**config.mk**
```make
export PLATFORM = sky130hd
export DESIGN_NAME = unidade_busca_flat
export DESIGN_NICKNAME = d
export VERILOG_FILES = /design/src/rtl/unidade_busca_pkg.sv /design/src/rtl/unidade_busca_if.sv /design/src/rtl/unidade_busca_registrador_pc.sv /design/src/rtl/unidade_busca.sv /design/src/flat_wrapper.sv
export SDC_FILE = /design/constraint.sdc
export NUM_CORES = 1
export LEC_CHECK = 0
export ABC_AREA = 1
export CORE_UTILIZATION = 46
export CTS_CLUSTER_SIZE = 30
export DETAILED_ROUTE_END_ITERATION = 8
export PLACE_DENSITY_LB_ADDON = 0.2
export SLEW_MARGIN = 10
export SYNTH_ARGS = -nofsm -noshare
export SYNTH_HDL_FRONTEND = slang
export SYNTH_SLANG_ARGS = --single-unit
```
**constraint.sdc**
```tcl
create_clock -name clk -period 1.6 [get_ports clk]
set_input_delay 0.32 -clock clk [delete_from_list [all_inputs] [get_ports clk]]
set_output_delay 0.32 -clock clk [all_outputs]
set_load 0.02 [all_outputs]
```
**src/rtl/unidade_busca_pkg.sv**
```systemverilog
// Shared definitions for the instruction fetch unit.
//   - word width, PC increment, default reset PC and the NOP encoding
//   - payload struct for the output register and the output-register state enum
package pacote_busca;

  localparam int unsigned LARGURA_PALAVRA = 32;

  localparam logic [LARGURA_PALAVRA-1:0] INCREMENTO_PC   = 32'd4;
  localparam logic [LARGURA_PALAVRA-1:0] PC_RESET_PADRAO = 32'h0000_0000;
  localparam logic [LARGURA_PALAVRA-1:0] NOP             = 32'h0000_0000;

  typedef logic [LARGURA_PALAVRA-1:0] palavra_t;

  // Contents of the output register handed to decode
  typedef struct packed {
    palavra_t instrucao;
    palavra_t pc;
    palavra_t pc_mais4;
  } carga_saida_t;

  // Occupancy of the output register
  typedef enum logic {
    VAZIO = 1'b0,
    CHEIO = 1'b1
  } estado_t;

endpackage

```
**src/rtl/unidade_busca_if.sv**
```systemverilog
// Bus bundle of the fetch unit: instruction memory read port, redirect input,
// decode-side valid/ready handshake and status outputs.
//   master: the fetch unit (drives addr, saida_*, erro_alinhamento, contador_busca)
//   slave : memory / redirect logic / decode side
interface unidade_busca_if;
  import pacote_busca::*;

  palavra_t addr;
  palavra_t instrucao;
  logic     desvio_valido;
  palavra_t desvio_alvo;
  logic     saida_valida;
  logic     saida_pronta;
  palavra_t saida_instrucao;
  palavra_t saida_pc;
  palavra_t saida_pc_mais4;
  logic     erro_alinhamento;
  palavra_t contador_busca;

  modport master (
    output addr,
    input  instrucao,
    input  desvio_valido,
    input  desvio_alvo,
    output saida_valida,
    input  saida_pronta,
    output saida_instrucao,
    output saida_pc,
    output saida_pc_mais4,
    output erro_alinhamento,
    output contador_busca
  );

  modport slave (
    input  addr,
    output instrucao,
    output desvio_valido,
    output desvio_alvo,
    input  saida_valida,
    output saida_pronta,
    input  saida_instrucao,
    input  saida_pc,
    input  saida_pc_mais4,
    input  erro_alinhamento,
    input  contador_busca
  );

endinterface

```
**src/rtl/unidade_busca_registrador_pc.sv**
```systemverilog
// Program counter register.
//   clk, reset      : clock, synchronous active-high reset
//   valor_reset     : PC loaded on reset
//   carrega_desvio  : load alvo (takes priority over incrementa)
//   alvo            : already word-aligned redirect target
//   incrementa      : advance PC by one word (wraps modulo 2^32)
//   pc              : current PC
module registrador_pc
  import pacote_busca::*;
(
  input  logic     clk,
  input  logic     reset,
  input  palavra_t valor_reset,
  input  logic     carrega_desvio,
  input  palavra_t alvo,
  input  logic     incrementa,
  output palavra_t pc
);

  always_ff @(posedge clk) begin
    if (reset) begin
      pc <= valor_reset;
    end else if (carrega_desvio) begin
      pc <= alvo;
    end else if (incrementa) begin
      pc <= pc + INCREMENTO_PC;
    end
  end

endmodule

```
**src/rtl/unidade_busca.sv**
```systemverilog
// Instruction fetch unit: drives the PC as the instruction memory address,
// captures the returned word into an output register and hands it to decode
// over a valid/ready handshake. Redirects flush the buffered word.
//   clk, reset : clock, synchronous active-high reset
//   bus        : unidade_busca_if.master (memory port, redirect, decode handshake,
//                alignment error flag, accepted-instruction counter)
module unidade_busca
  import pacote_busca::*;
#(
  parameter logic [LARGURA_PALAVRA-1:0] PC_INICIAL = PC_RESET_PADRAO
) (
  input  logic            clk,
  input  logic            reset,
  unidade_busca_if.master bus
);

  palavra_t     pc;
  estado_t      estado;
  estado_t      proximo_estado;
  carga_saida_t saida_q;
  palavra_t     contador_q;
  logic         erro_q;

  logic         transfere_c;
  logic         busca_c;
  logic         desalinhado_c;
  palavra_t     alvo_alinhado_c;

  // Handshake and fetch-enable decode
  assign transfere_c     = (estado == CHEIO) && bus.saida_pronta;
  assign busca_c         = !bus.desvio_valido && ((estado == VAZIO) || bus.saida_pronta);
  assign desalinhado_c   = bus.desvio_valido && (bus.desvio_alvo[1:0] != 2'b00);
  assign alvo_alinhado_c = {bus.desvio_alvo[LARGURA_PALAVRA-1:2], 2'b00};

  registrador_pc u_registrador_pc (
    .clk            (clk),
    .reset          (reset),
    .valor_reset    (PC_INICIAL),
    .carrega_desvio (bus.desvio_valido),
    .alvo           (alvo_alinhado_c),
    .incrementa     (busca_c),
    .pc             (pc)
  );

  // Output-register occupancy state
  always_ff @(posedge clk) begin
    if (reset) begin
      estado <= VAZIO;
    end else begin
      estado <= proximo_estado;
    end
  end

  // Redirect flushes; otherwise a fetch fills the register
  always_comb begin
    proximo_estado = estado;
    if (bus.desvio_valido) begin
      proximo_estado = VAZIO;
    end else if (busca_c) begin
      proximo_estado = CHEIO;
    end
  end

  // Output payload; pc_mais4 is registered alongside pc so it is never a comb path
  always_ff @(posedge clk) begin
    if (reset) begin
      saida_q.instrucao <= NOP;
      saida_q.pc        <= '0;
      saida_q.pc_mais4  <= INCREMENTO_PC;
    end else if (busca_c) begin
      saida_q.instrucao <= bus.instrucao;
      saida_q.pc        <= pc;
      saida_q.pc_mais4  <= pc + INCREMENTO_PC;
    end
  end

  // Accepted-instruction counter; a handshake completing alongside a redirect still counts
  always_ff @(posedge clk) begin
    if (reset) begin
      contador_q <= '0;
    end else if (transfere_c) begin
      contador_q <= contador_q + 32'd1;
    end
  end

  // Sticky misaligned-target flag, cleared only by reset
  always_ff @(posedge clk) begin
    if (reset) begin
      erro_q <= 1'b0;
    end else if (desalinhado_c) begin
      erro_q <= 1'b1;
    end
  end

  assign bus.addr             = pc;
  assign bus.saida_valida     = (estado == CHEIO);
  assign bus.saida_instrucao  = saida_q.instrucao;
  assign bus.saida_pc         = saida_q.pc;
  assign bus.saida_pc_mais4   = saida_q.pc_mais4;
  assign bus.erro_alinhamento = erro_q;
  assign bus.contador_busca   = contador_q;

endmodule

```
**src/flat_wrapper.sv**
```systemverilog
// flat-port wrapper written by rule: the top's interface ports become plain ports
module unidade_busca_flat import pacote_busca::*;
#(
  parameter logic [LARGURA_PALAVRA-1:0] PC_INICIAL = PC_RESET_PADRAO
)
  (clk, reset, bus_addr, bus_instrucao, bus_desvio_valido, bus_desvio_alvo, bus_saida_valida, bus_saida_pronta, bus_saida_instrucao, bus_saida_pc, bus_saida_pc_mais4, bus_erro_alinhamento, bus_contador_busca);
  unidade_busca_if bus_i ();
  input  logic clk;
  input  logic reset;
  output wire logic [$bits(bus_i.addr)-1:0] bus_addr;
  input wire logic [$bits(bus_i.instrucao)-1:0] bus_instrucao;
  input wire logic [$bits(bus_i.desvio_valido)-1:0] bus_desvio_valido;
  input wire logic [$bits(bus_i.desvio_alvo)-1:0] bus_desvio_alvo;
  output wire logic [$bits(bus_i.saida_valida)-1:0] bus_saida_valida;
  input wire logic [$bits(bus_i.saida_pronta)-1:0] bus_saida_pronta;
  output wire logic [$bits(bus_i.saida_instrucao)-1:0] bus_saida_instrucao;
  output wire logic [$bits(bus_i.saida_pc)-1:0] bus_saida_pc;
  output wire logic [$bits(bus_i.saida_pc_mais4)-1:0] bus_saida_pc_mais4;
  output wire logic [$bits(bus_i.erro_alinhamento)-1:0] bus_erro_alinhamento;
  output wire logic [$bits(bus_i.contador_busca)-1:0] bus_contador_busca;
  assign bus_addr = bus_i.addr;
  assign bus_i.instrucao = bus_instrucao;
  assign bus_i.desvio_valido = bus_desvio_valido;
  assign bus_i.desvio_alvo = bus_desvio_alvo;
  assign bus_saida_valida = bus_i.saida_valida;
  assign bus_i.saida_pronta = bus_saida_pronta;
  assign bus_saida_instrucao = bus_i.saida_instrucao;
  assign bus_saida_pc = bus_i.saida_pc;
  assign bus_saida_pc_mais4 = bus_i.saida_pc_mais4;
  assign bus_erro_alinhamento = bus_i.erro_alinhamento;
  assign bus_contador_busca = bus_i.contador_busca;
  unidade_busca #(.PC_INICIAL(PC_INICIAL)) u_core (.clk(clk), .reset(reset), .bus(bus_i));
endmodule
```
==> results of run 1 <==
## timing repair
action | in CTS | in global routing
endpoints found under the setup margin | 156 | 68
pin swaps | 0 | 6
hold endpoints to repair | 0 | 0
setup buffers | 0 | 2
resized for setup | 169 | 44
## tightest hold or removal path, cell delays in order
cell	delay, ns
buf_2	0.13
buf_12	0.19
nor2_1	0.10
## path summary, 6_finish.rpt
path / end / from / cells after the start / slack [ns]
worst max-delay path: bus_addr[26] / u_core.u_registrador_pc.pc[26] / 1 / 0.02
worst min-delay path: u_core.bus.saida_valida / reset / 3 / 0.36
worst max register to register: u_core.u_registrador_pc.pc[19] / u_core.u_registrador_pc.pc[2] / 9 / 0.07
worst min register to register: u_core.bus.erro_alinhamento / u_core.bus.erro_alinhamento / 2 / 0.45
## logic make-up after synthesis
logic type / count (synthesis) / synth area share, %
DFF: 156 / 46.2
and+or+nand+nor: 463 / 29.0
other: 1 / 0.0555
adders and majority gates: 2 / 0.370
AOI/OAI and AO/OA: 203 / 16.1
buffers and inverters: 114 / 6.92
xor gates and xnor gates: 11 / 1.42
## layer usage
layer  global-route usage [%]  vias to the layer above
met3                     6.46                       27
met1                     33.6                     3165
li1                         -                     3576
met5                        0                        -
met2                     46.1                      234
met4                     9.04                        2
## power by group through the flow
stage	Clock, mW	Combinational, mW	Sequential (mW)
final	4.01	1.28	4.23
after global routing	4.23	1.40	4.25
after global placement	0	1.40	4.30
after floorplan	0	0.442	4.52
after detailed placement	0	1.41	4.31
after CTS	4.05	1.29	4.22
## state kept, by name, indices dropped and copies added (netlist names)
register,count
u_core.u_registrador_pc.pc,30
u_core.bus.saida_valida,1
u_core.bus.saida_instrucao,32
u_core.bus.saida_pc,30
u_core.bus.erro_alinhamento,1
u_core.bus.saida_pc_mais4,30
u_core.bus.contador_busca,32
## cell type report
class / instances / area share [%]
inverters: 63 / 2.38
clock inverters: 6 / 0.838
well taps: 180 / 2.25
flip-flops and latches: 156 / 31.5
repair buffers: 273 / 25.3
clock buffers: 25 / 5.05
multi-input cells: 685 / 32.7
## synth_stat cells (all sizes together) (2+ instances only)
library cell / number
nor3b: 2
a31oi: 9
xnor2: 2
o21ai: 83
xor2: 9
nor3: 7
inv: 63
nor4: 2
nand3b: 2
nand3: 38
ha: 2
a21oi: 88
buf: 19
clkbuf: 32
dfxtp: 156
nor2: 190
a22oi: 21
nand2: 214
nand4: 8
## stage by stage
step	hold WS, ns	utilization [%]	setup WS [ns]
finish	0.358	71.0	0.0228
detailed placement	0.446	67.2	-0.279
CTS	0.369	70.1	0.00538
global placement	0.438	67.2	-0.203
global route	0.391	71.0	-0.0281
floorplan	0.484	-	0.0151
## cells in the final DEF, fill, tap and decap left out, types with 6 or more instances in the layout
cell	n
xor2_1	9
nand3_1	35
a21oi_1	88
inv_1	60
clkdlybuf4s50_1	66
o21ai_0	83
dfxtp_2	21
buf_4	42
nand4_1	8
nor3_1	6
nor2_1	163
nor2_2	13
nor2_4	14
nand2_1	207
clkdlybuf4s15_1	10
clkbuf_16	17
dlygate4sd2_1	143
a31oi_1	9
a22oi_1	21
dfxtp_1	135
buf_12	8
conb_1	6
==> impl_metrics.env, run 1 <==
export IMPL_status="complete, no violations"
export IMPL_hpwl_mm=14.8
export IMPL_fin_nets=1266
export IMPL_crit_path_cell_trace="clkdlybuf4s15_1"
export IMPL_drv_slew=0
export IMPL_place_congestion=0.938
export IMPL_vias=7004
export IMPL_worstPathArrival_ns=1.26
export IMPL_pwr_share_seq_pct=44.4
export IMPL_crit_fanout=7
export IMPL_htreeDepth=4
export IMPL_ir_drop_uv=738
export IMPL_syn_cell_area_um2=6760
export IMPL_pwr_share_comb_pct=13.5
export IMPL_post_dp_cell_area_um2=9470
export IMPL_cts_buffers=17
export IMPL_max_cap_violations=0
export IMPL_leakage_nw=4.47
export IMPL_clk_path_buf_depth=2
export IMPL_design_area_um2=10000
export IMPL_synth_edf_count=0
export IMPL_powerDensity_nw_per_um2=952
export IMPL_dr_max_layer_used="met5"
export IMPL_critPathBufInv=1
export IMPL_period_minus_slack_ns=1.58
export IMPL_slowest_delay_ns=0.48
export IMPL_wl_met3_mm=1.36
export IMPL_die_area_um2=15200
export IMPL_drive_gt1_share_pct=12.1
export IMPL_ys_flop_type="dfxtp_1"
export IMPL_clk_latency_ns=0.43
export IMPL_hold_buffers=0
export IMPL_viasPerCell=5.05
export IMPL_ys_warn_count=0
export IMPL_hold_path_class="primary input to register"
export IMPL_yosysUniqueCellTypes=32
export IMPL_routed_wl_mm=20.5
export IMPL_fin_crit_sh_pct=98.6
export IMPL_clockRootBuffer="clkbuf_16"
export IMPL_critPathLaunchType="register"
export IMPL_cts_tree="done"
export IMPL_seq_area_um2=3150
export IMPL_grt_pass1_wl_mm=31.7
export IMPL_cts_clk_slew_worst_paths_ns=0.06
export IMPL_cp_required_ns=1.28
export IMPL_async_flop_share_pct=0
export IMPL_hold_viol=0
export IMPL_rows=43
export IMPL_synth_cells=950
export IMPL_syn2layout_area_growth_pct=47.9
export IMPL_synth_area_leaders="dfxtp_1, nand2_1, nor2_1"
export IMPL_switchingPower_mw=2.39
export IMPL_overflow=0
export IMPL_crit_slowest_cell="dfxtp_1"
export IMPL_grt_pass1_vias=6303
export IMPL_crit_type="register to output pin"
export IMPL_ys_ff_latch=156
export IMPL_rsz0062_at_grt="yes"
export IMPL_route_detailed_drc=0
export IMPL_post_place_cells=1355
export IMPL_firstDrtPassIters=5
export IMPL_start_util_pct=48.0
export IMPL_n_fill_cell=1230
export IMPL_setup_violations=0
export IMPL_ys_seq_area_share_pct=46.2
export IMPL_ioPinCount=230
export IMPL_synth_top_area_cell="dfxtp_1"
export IMPL_port_buffers=223
export IMPL_drt_iter0_markers=480
export IMPL_instances_no_fill=1388
export IMPL_route_met2_wl_mm=9.78
export IMPL_cp_top_family="flip-flops"
export IMPL_n_antenna_cell=0
export IMPL_pwr_share_clk_pct=42.1
export IMPL_synth_top_area_share_pct=46.2
export IMPL_die_y_um=123
export IMPL_globalRouteTotalUtil_pct=27.1
export IMPL_fmax_mhz=634
export IMPL_setup_tns_ns=0
export IMPL_die_w_um=123
export IMPL_multi_input_area_um2=3270
export IMPL_wire_per_inst_um=14.7
export IMPL_totalPowerFinal_mw=9.52
export IMPL_syn_mean_instance_area_um2=7.12
export IMPL_clock_sinks=156
export IMPL_p_int_mw=7.13
export IMPL_wl_met1_mm=8.97
export IMPL_ant_nets=0
export IMPL_grt_max_degree=71
export IMPL_sw_frac_of_total_pct=25.1
export IMPL_core_um2=14100
export IMPL_worstSetupEndpointType="output pin"
export IMPL_finClkSkew_ns=0.00835
export IMPL_antenna_found_initial=1
Note: power is estimated with default switching activity, not from simulation.
==> inputs of run 2 (changes only) <==
--- a/config.mk
+++ b/config.mk
@@ -6,7 +6,9 @@
 export NUM_CORES = 1
 export LEC_CHECK = 0
 export ABC_AREA = 1
-export CORE_UTILIZATION = 46
+export CELL_PAD_IN_SITES_DETAIL_PLACEMENT = 0
+export CELL_PAD_IN_SITES_GLOBAL_PLACEMENT = 2
+export CORE_UTILIZATION = 24
 export CTS_CLUSTER_SIZE = 30
 export DETAILED_ROUTE_END_ITERATION = 8
 export PLACE_DENSITY_LB_ADDON = 0.2
==> constraint.sdc (replaced) <==
create_clock -name clk -period 1.6 [get_ports clk]
set_input_delay 0.16 -clock clk [delete_from_list [all_inputs] [get_ports clk]]
set_output_delay 0.16 -clock clk [all_outputs]
set_load 0.02 [all_outputs]
==> run 2 against run 1 <==
Clock skew up 0.0079 ns; highest routed layer is now met4; register-to-register slack better by 0.06 ns; routed wire length grew 19%.
==> impl_metrics.env, run 2 (synthesis gave the netlist of run 1 again) <==
export IMPL_critPathBufInv=1
export IMPL_ir_drop_uv=552
export IMPL_drv_slew=0
export IMPL_slowest_delay_ns=0.61
export IMPL_status="complete, no violations"
export IMPL_vias=6994
export IMPL_antenna_found_initial=0
export IMPL_design_area_um2=10700
export IMPL_port_buffers=223
export IMPL_ant_nets=0
export IMPL_firstDrtPassIters=5
export IMPL_syn2layout_area_growth_pct=57.8
export IMPL_worstPathArrival_ns=1.39
export IMPL_hpwl_mm=18.0
export IMPL_routed_wl_mm=24.4
export IMPL_clk_path_buf_depth=2
export IMPL_cts_tree="done"
export IMPL_setup_violations=0
export IMPL_drt_iter0_markers=261
export IMPL_fmax_mhz=646
export IMPL_globalRouteTotalUtil_pct=17.2
export IMPL_grt_max_degree=90
export IMPL_rows=61
export IMPL_die_w_um=170
export IMPL_grt_pass1_vias=6829
export IMPL_instances_no_fill=1618
export IMPL_grt_pass1_wl_mm=38.2
export IMPL_cts_clk_slew_worst_paths_ns=0.07
export IMPL_clk_latency_ns=0.43
export IMPL_rsz0062_at_grt="yes"
export IMPL_crit_type="register to output pin"
export IMPL_cts_buffers=17
export IMPL_viasPerCell=4.32
export IMPL_powerDensity_nw_per_um2=892
export IMPL_whs_ns=0.254
export IMPL_cp_top_family="buffers and inverters"
export IMPL_drive_gt1_share_pct=14.6
export IMPL_final_cell_mix="nand2_1, nor2_1, dfxtp_1, clkdlybuf4s50_1, a21oi_1"
export IMPL_layout_commonest_cell="nand2_1"
export IMPL_clock_sinks=156
export IMPL_place_congestion=0.750
export IMPL_die_y_um=170
export IMPL_overflow=0
export IMPL_n_antenna_cell=0
export IMPL_worstSetupEndpointType="output pin"
export IMPL_route_detailed_drc=0
export IMPL_post_place_cells=1579
export IMPL_cp_required_ns=1.44
export IMPL_post_dp_cell_area_um2=9910
export IMPL_clockRootBuffer="clkbuf_16"
export IMPL_fin_crit_sh_pct=96.8
export IMPL_hold_buffers=0
export IMPL_wire_per_inst_um=15.1
export IMPL_start_util_pct=24.3
export IMPL_leakage_nw=4.61
export IMPL_pre_cts_ws_ns=-0.139
export IMPL_crit_fanout=2
export IMPL_critPathLaunchType="register"
export IMPL_max_cap_violations=0
export IMPL_hold_path_class="primary input to register"
export IMPL_core_um2=27800
export IMPL_fin_nets=1297
export IMPL_crit_path_cell_trace="clkdlybuf4s50_1"
export IMPL_ioPinCount=230
export IMPL_crit_slowest_cell="clkdlybuf4s50_1"
export IMPL_r2r_setup_slack_ns=0.13
export IMPL_htreeDepth=4
export IMPL_hold_viol=0
export IMPL_worst_slack_ns=0.0519
export IMPL_die_area_um2=28900
export IMPL_period_minus_slack_ns=1.55
export IMPL_finClkSkew_ns=0.0162
==> run 2: cell count changes in the layout (fill, tap and decap cells not counted), sizes merged <==
cell           before  now
buf                51   82
bufinv              2    0
clkbuf             25   21
clkinvlp            0    7
clkinv              5    2
clkdlybuf4s50      66  140
clkdlybuf4s15      13    0
dlymetal6s2s        0   22
inv                62   65
dlygate4sd2       143   60
==> run 2: final timing paths <==
path / depth (start not counted) / start / endpoint
max: 1 / u_core.bus.saida_pc_mais4[17] / bus_saida_pc_mais4[17]
min: 3 / reset / u_core.bus.saida_valida
max reg2reg: 8 / u_core.bus.contador_busca[1] / u_core.bus.contador_busca[18]
min reg2reg: 2 / u_core.bus.erro_alinhamento / u_core.bus.erro_alinhamento
==> run 2: area by class of cell <==
class	count	area, µm²
inverter	63	238
timing repair buffer	304	2920
fill	3032	17100
sequential	156	3140
tap	378	473
clock inverter	11	87.6
multi-input combinational	685	3350
clock buffer	21	460
==> run 2: routing by layer <==
layer  share of wire (%)  track usage (%)
met1                  48             22.8
met2                  46             28.5
met3                 5.4             3.67
met4                0.81             3.68
met5                   0                0
==> run 2: repair_timing <==
| item | 4_1_cts | 5_1_grt |
|---|---|---|
| cloned | 0 | 0 |
| resized for setup | 63 | 72 |
| hold endpoints to repair | 0 | 0 |
| pin swaps | 0 | 12 |
| endpoints found under the setup margin | 69 | 77 |
| setup buffers | 0 | 7 |
==> run 2: through the flow <==
step | util, % | total power, mW | setup TNS [ns]
after floorplan | - | 4.96 | 0
after global placement | 35.7 | 5.80 | -2.66
after detailed placement | 35.7 | 5.80 | -4.71
after CTS | 37.4 | 9.68 | 0
after global routing | 38.4 | 10.0 | -0.176
final | 38.4 | 9.52 | 0
==> run 2: worst register-to-register path: stages, from the launching register on <==
cell	delay, ns
dfxtp_2	0.37
ha_4	0.16
nand3_4	0.09
nor2_4	0.14
nand3_4	0.13
nor2_4	0.19
buf_6	0.12
o21ai_0	0.06
a21oi_1	0.15
==> run 2: power breakdown <==
part / internal (mW) / switching [mW] / total (mW) / leakage [nW]
Clock: 2.09 / 1.76 / 3.85 / 0.245
Sequential: 4.08 / 0.122 / 4.20 / 1.29
Combinational: 0.685 / 0.791 / 1.48 / 3.08
==> inputs of run 3 (changes only) <==
--- a/config.mk
+++ b/config.mk
@@ -8,11 +8,12 @@
 export ABC_AREA = 1
 export CELL_PAD_IN_SITES_DETAIL_PLACEMENT = 0
 export CELL_PAD_IN_SITES_GLOBAL_PLACEMENT = 2
+export CORE_MARGIN = 1.5
 export CORE_UTILIZATION = 24
 export CTS_CLUSTER_SIZE = 30
 export DETAILED_ROUTE_END_ITERATION = 8
 export PLACE_DENSITY_LB_ADDON = 0.2
-export SLEW_MARGIN = 10
+export SLEW_MARGIN = 20
 export SYNTH_ARGS = -nofsm -noshare
 export SYNTH_HDL_FRONTEND = slang
 export SYNTH_SLANG_ARGS = --single-unit
==> run 3 against run 2 <==
Combinational power is essentially flat; critical path depth is the same; die area up 1.2%; sequential share of layout area fell by 0.15 points; cell count fell by 0.25%; critical endpoint is now bus_saida_pc[8].
==> impl_metrics.env, run 3 (synthesis gave the netlist of run 1 again) <==
export IMPL_status="complete, no violations"
export IMPL_start_util_pct=24.3
export IMPL_seq_area_um2=3140
export IMPL_cts_clk_slew_worst_paths_ns=0.07
export IMPL_worst_r2r_startpoint="u_core.u_registrador_pc.pc[3]"
export IMPL_routed_wl_mm=24.3
export IMPL_hold_path_class="primary input to register"
export IMPL_whs_ns=0.226
export IMPL_cts_tree="done"
export IMPL_htreeDepth=4
export IMPL_layout_commonest_cell="nand2_1"
export IMPL_worstSetupEndpointType="output pin"
export IMPL_overflow=0
export IMPL_crit_type="register to output pin"
export IMPL_instances_no_fill=1614
export IMPL_crit_fanout=2
export IMPL_setup_violations=0
export IMPL_antenna_found_initial=1
export IMPL_leakage_nw=4.79
export IMPL_hold_viol=0
export IMPL_timing_rr_end="u_core.bus.saida_pc_mais4[27]"
export IMPL_cts_buffers=17
export IMPL_period_minus_slack_ns=1.55
export IMPL_firstDrtPassIters=4
export IMPL_min_from="reset"
export IMPL_n_fill_cell=3053
export IMPL_crit_slowest_cell="clkdlybuf4s50_1"
export IMPL_wire_per_inst_um=15.0
export IMPL_worstPathArrival_ns=1.39
export IMPL_rows=61
export IMPL_syn2layout_area_growth_pct=58.4
export IMPL_ioPinCount=230
export IMPL_holdPathEnd="u_core.bus.contador_busca[13]"
export IMPL_grt_pass1_vias=6701
export IMPL_r2r_setup_slack_ns=0.11
export IMPL_n_antenna_cell=0
export IMPL_globalRouteTotalUtil_pct=16.8
export IMPL_port_buffers=223
export IMPL_fin_crit_sh_pct=96.7
export IMPL_crit_path_cell_trace="clkdlybuf4s50_1"
export IMPL_hold_buffers=0
export IMPL_hpwl_mm=17.9
export IMPL_post_place_cells=1579
export IMPL_place_congestion=0.772
export IMPL_die_w_um=171
export IMPL_die_area_um2=29200
export IMPL_cp_required_ns=1.44
export IMPL_core_um2=27800
export IMPL_drt_iter0_markers=368
export IMPL_clock_sinks=156
export IMPL_max_cap_violations=0
export IMPL_viasPerCell=4.33
export IMPL_multi_input_area_um2=3350
export IMPL_powerDensity_nw_per_um2=909
export IMPL_hold_path_cell_count=3
export IMPL_grt_pass1_wl_mm=37.5
export IMPL_fmax_mhz=646
export IMPL_drv_slew=0
export IMPL_route_detailed_drc=0
export IMPL_grt_max_degree=68
export IMPL_final_cell_mix="nand2_1, nor2_1, dfxtp_1, clkdlybuf4s50_1, a21oi_1"
export IMPL_cp_top_family="buffers and inverters"
export IMPL_vias=6993
export IMPL_clockRootBuffer="clkbuf_16"
export IMPL_drive_gt1_share_pct=14.6
export IMPL_critPathLaunchType="register"
export IMPL_clk_latency_ns=0.43
export IMPL_r2r_cells=10
export IMPL_ant_nets=0
export IMPL_critPathBufInv=1
export IMPL_finClkSkew_ns=0.0156
export IMPL_slowest_delay_ns=0.63
export IMPL_clk_path_buf_depth=2
export IMPL_fin_nets=1293
export IMPL_ir_drop_uv=545
export IMPL_die_y_um=171
[run 3: cell count changes in the layout (fill, tap and decap cells not counted), moves of 6 or more]
cell and change:
nor2_2 +9, clkinvlp_4 -6, nor2_1 -7, buf_4 -6, dlymetal6s2s_1 +9, clkdlybuf4s50_1 -11
[run 3: timing repair]
| action | in CTS | in global routing |
|---|---|---|
| setup buffers | 0 | 3 |
| pin swaps | 0 | 7 |
| gates resized for setup | 66 | 80 |
| setup endpoints to repair | 70 | 79 |
[run 3: how the worst max path moves through the flow]
stage          slack (ns)  depth (start not counted)                       endpoint                           from
2_1_floorplan        0.02                          8  u_core.bus.contador_busca[30]   u_core.bus.contador_busca[1]
4_1_cts             0.001                          1          bus_contador_busca[4]   u_core.bus.contador_busca[4]
3_3_place_gp        -0.12                          8  u_core.bus.contador_busca[29]               bus_saida_pronta
6_report             0.05                          1                bus_saida_pc[8]         u_core.bus.saida_pc[8]
3_5_place_dp        -0.15                          8  u_core.bus.contador_busca[29]               bus_saida_pronta
5_1_grt             -0.01                          7  u_core.bus.contador_busca[18]  u_core.bus.contador_busca[16]
[run 3: report_power, final]
group          switching (mW)  internal (mW)
clock network            1.83           2.23
logic                   0.787          0.693
registers               0.124           4.08
[run 3: per-stage QoR]
stage               util [%]  TNS (ns)  setup slack, ns  cell area (µm²)  power [mW]
finish                  38.6         0           0.0530            10700        9.74
global route            38.6   -0.0384          -0.0119            10700        10.2
CTS                     37.7         0          0.00120            10500        9.91
global placement        35.8     -4.72           -0.123             9950        5.82
floorplan                  -         0           0.0151             6780        4.96
detailed placement      35.8     -6.77           -0.151             9950        5.82
[run 3: cell type report]
class | count | share of cell area, %
Clock inverter | 13 | 1.23
Tap cell | 378 | 4.41
Clock buffer | 19 | 4.13
Timing Repair Buffer | 300 | 27.5
Multi-Input combinational cell | 685 | 31.2
Inverter | 63 | 2.22
Sequential cell | 156 | 29.3
[run 3: routing by layer]
metal  global-route usage (%)  up-vias  wire [µm]  part of all wire, %
li1                         -     3637          -                    -
met1                     21.9     3182      11500                   47
met2                     27.9      158      11300                   46
met3                     3.91       14       1260                  5.2
met4                     4.12        2        236                 0.97
met5                        0        -         13                0.054
[run 3: tightest hold or removal path, stage by stage]
cell and delay [ns]:
buf_2 0.13, buf_12 0.20, nor2_1 0.12
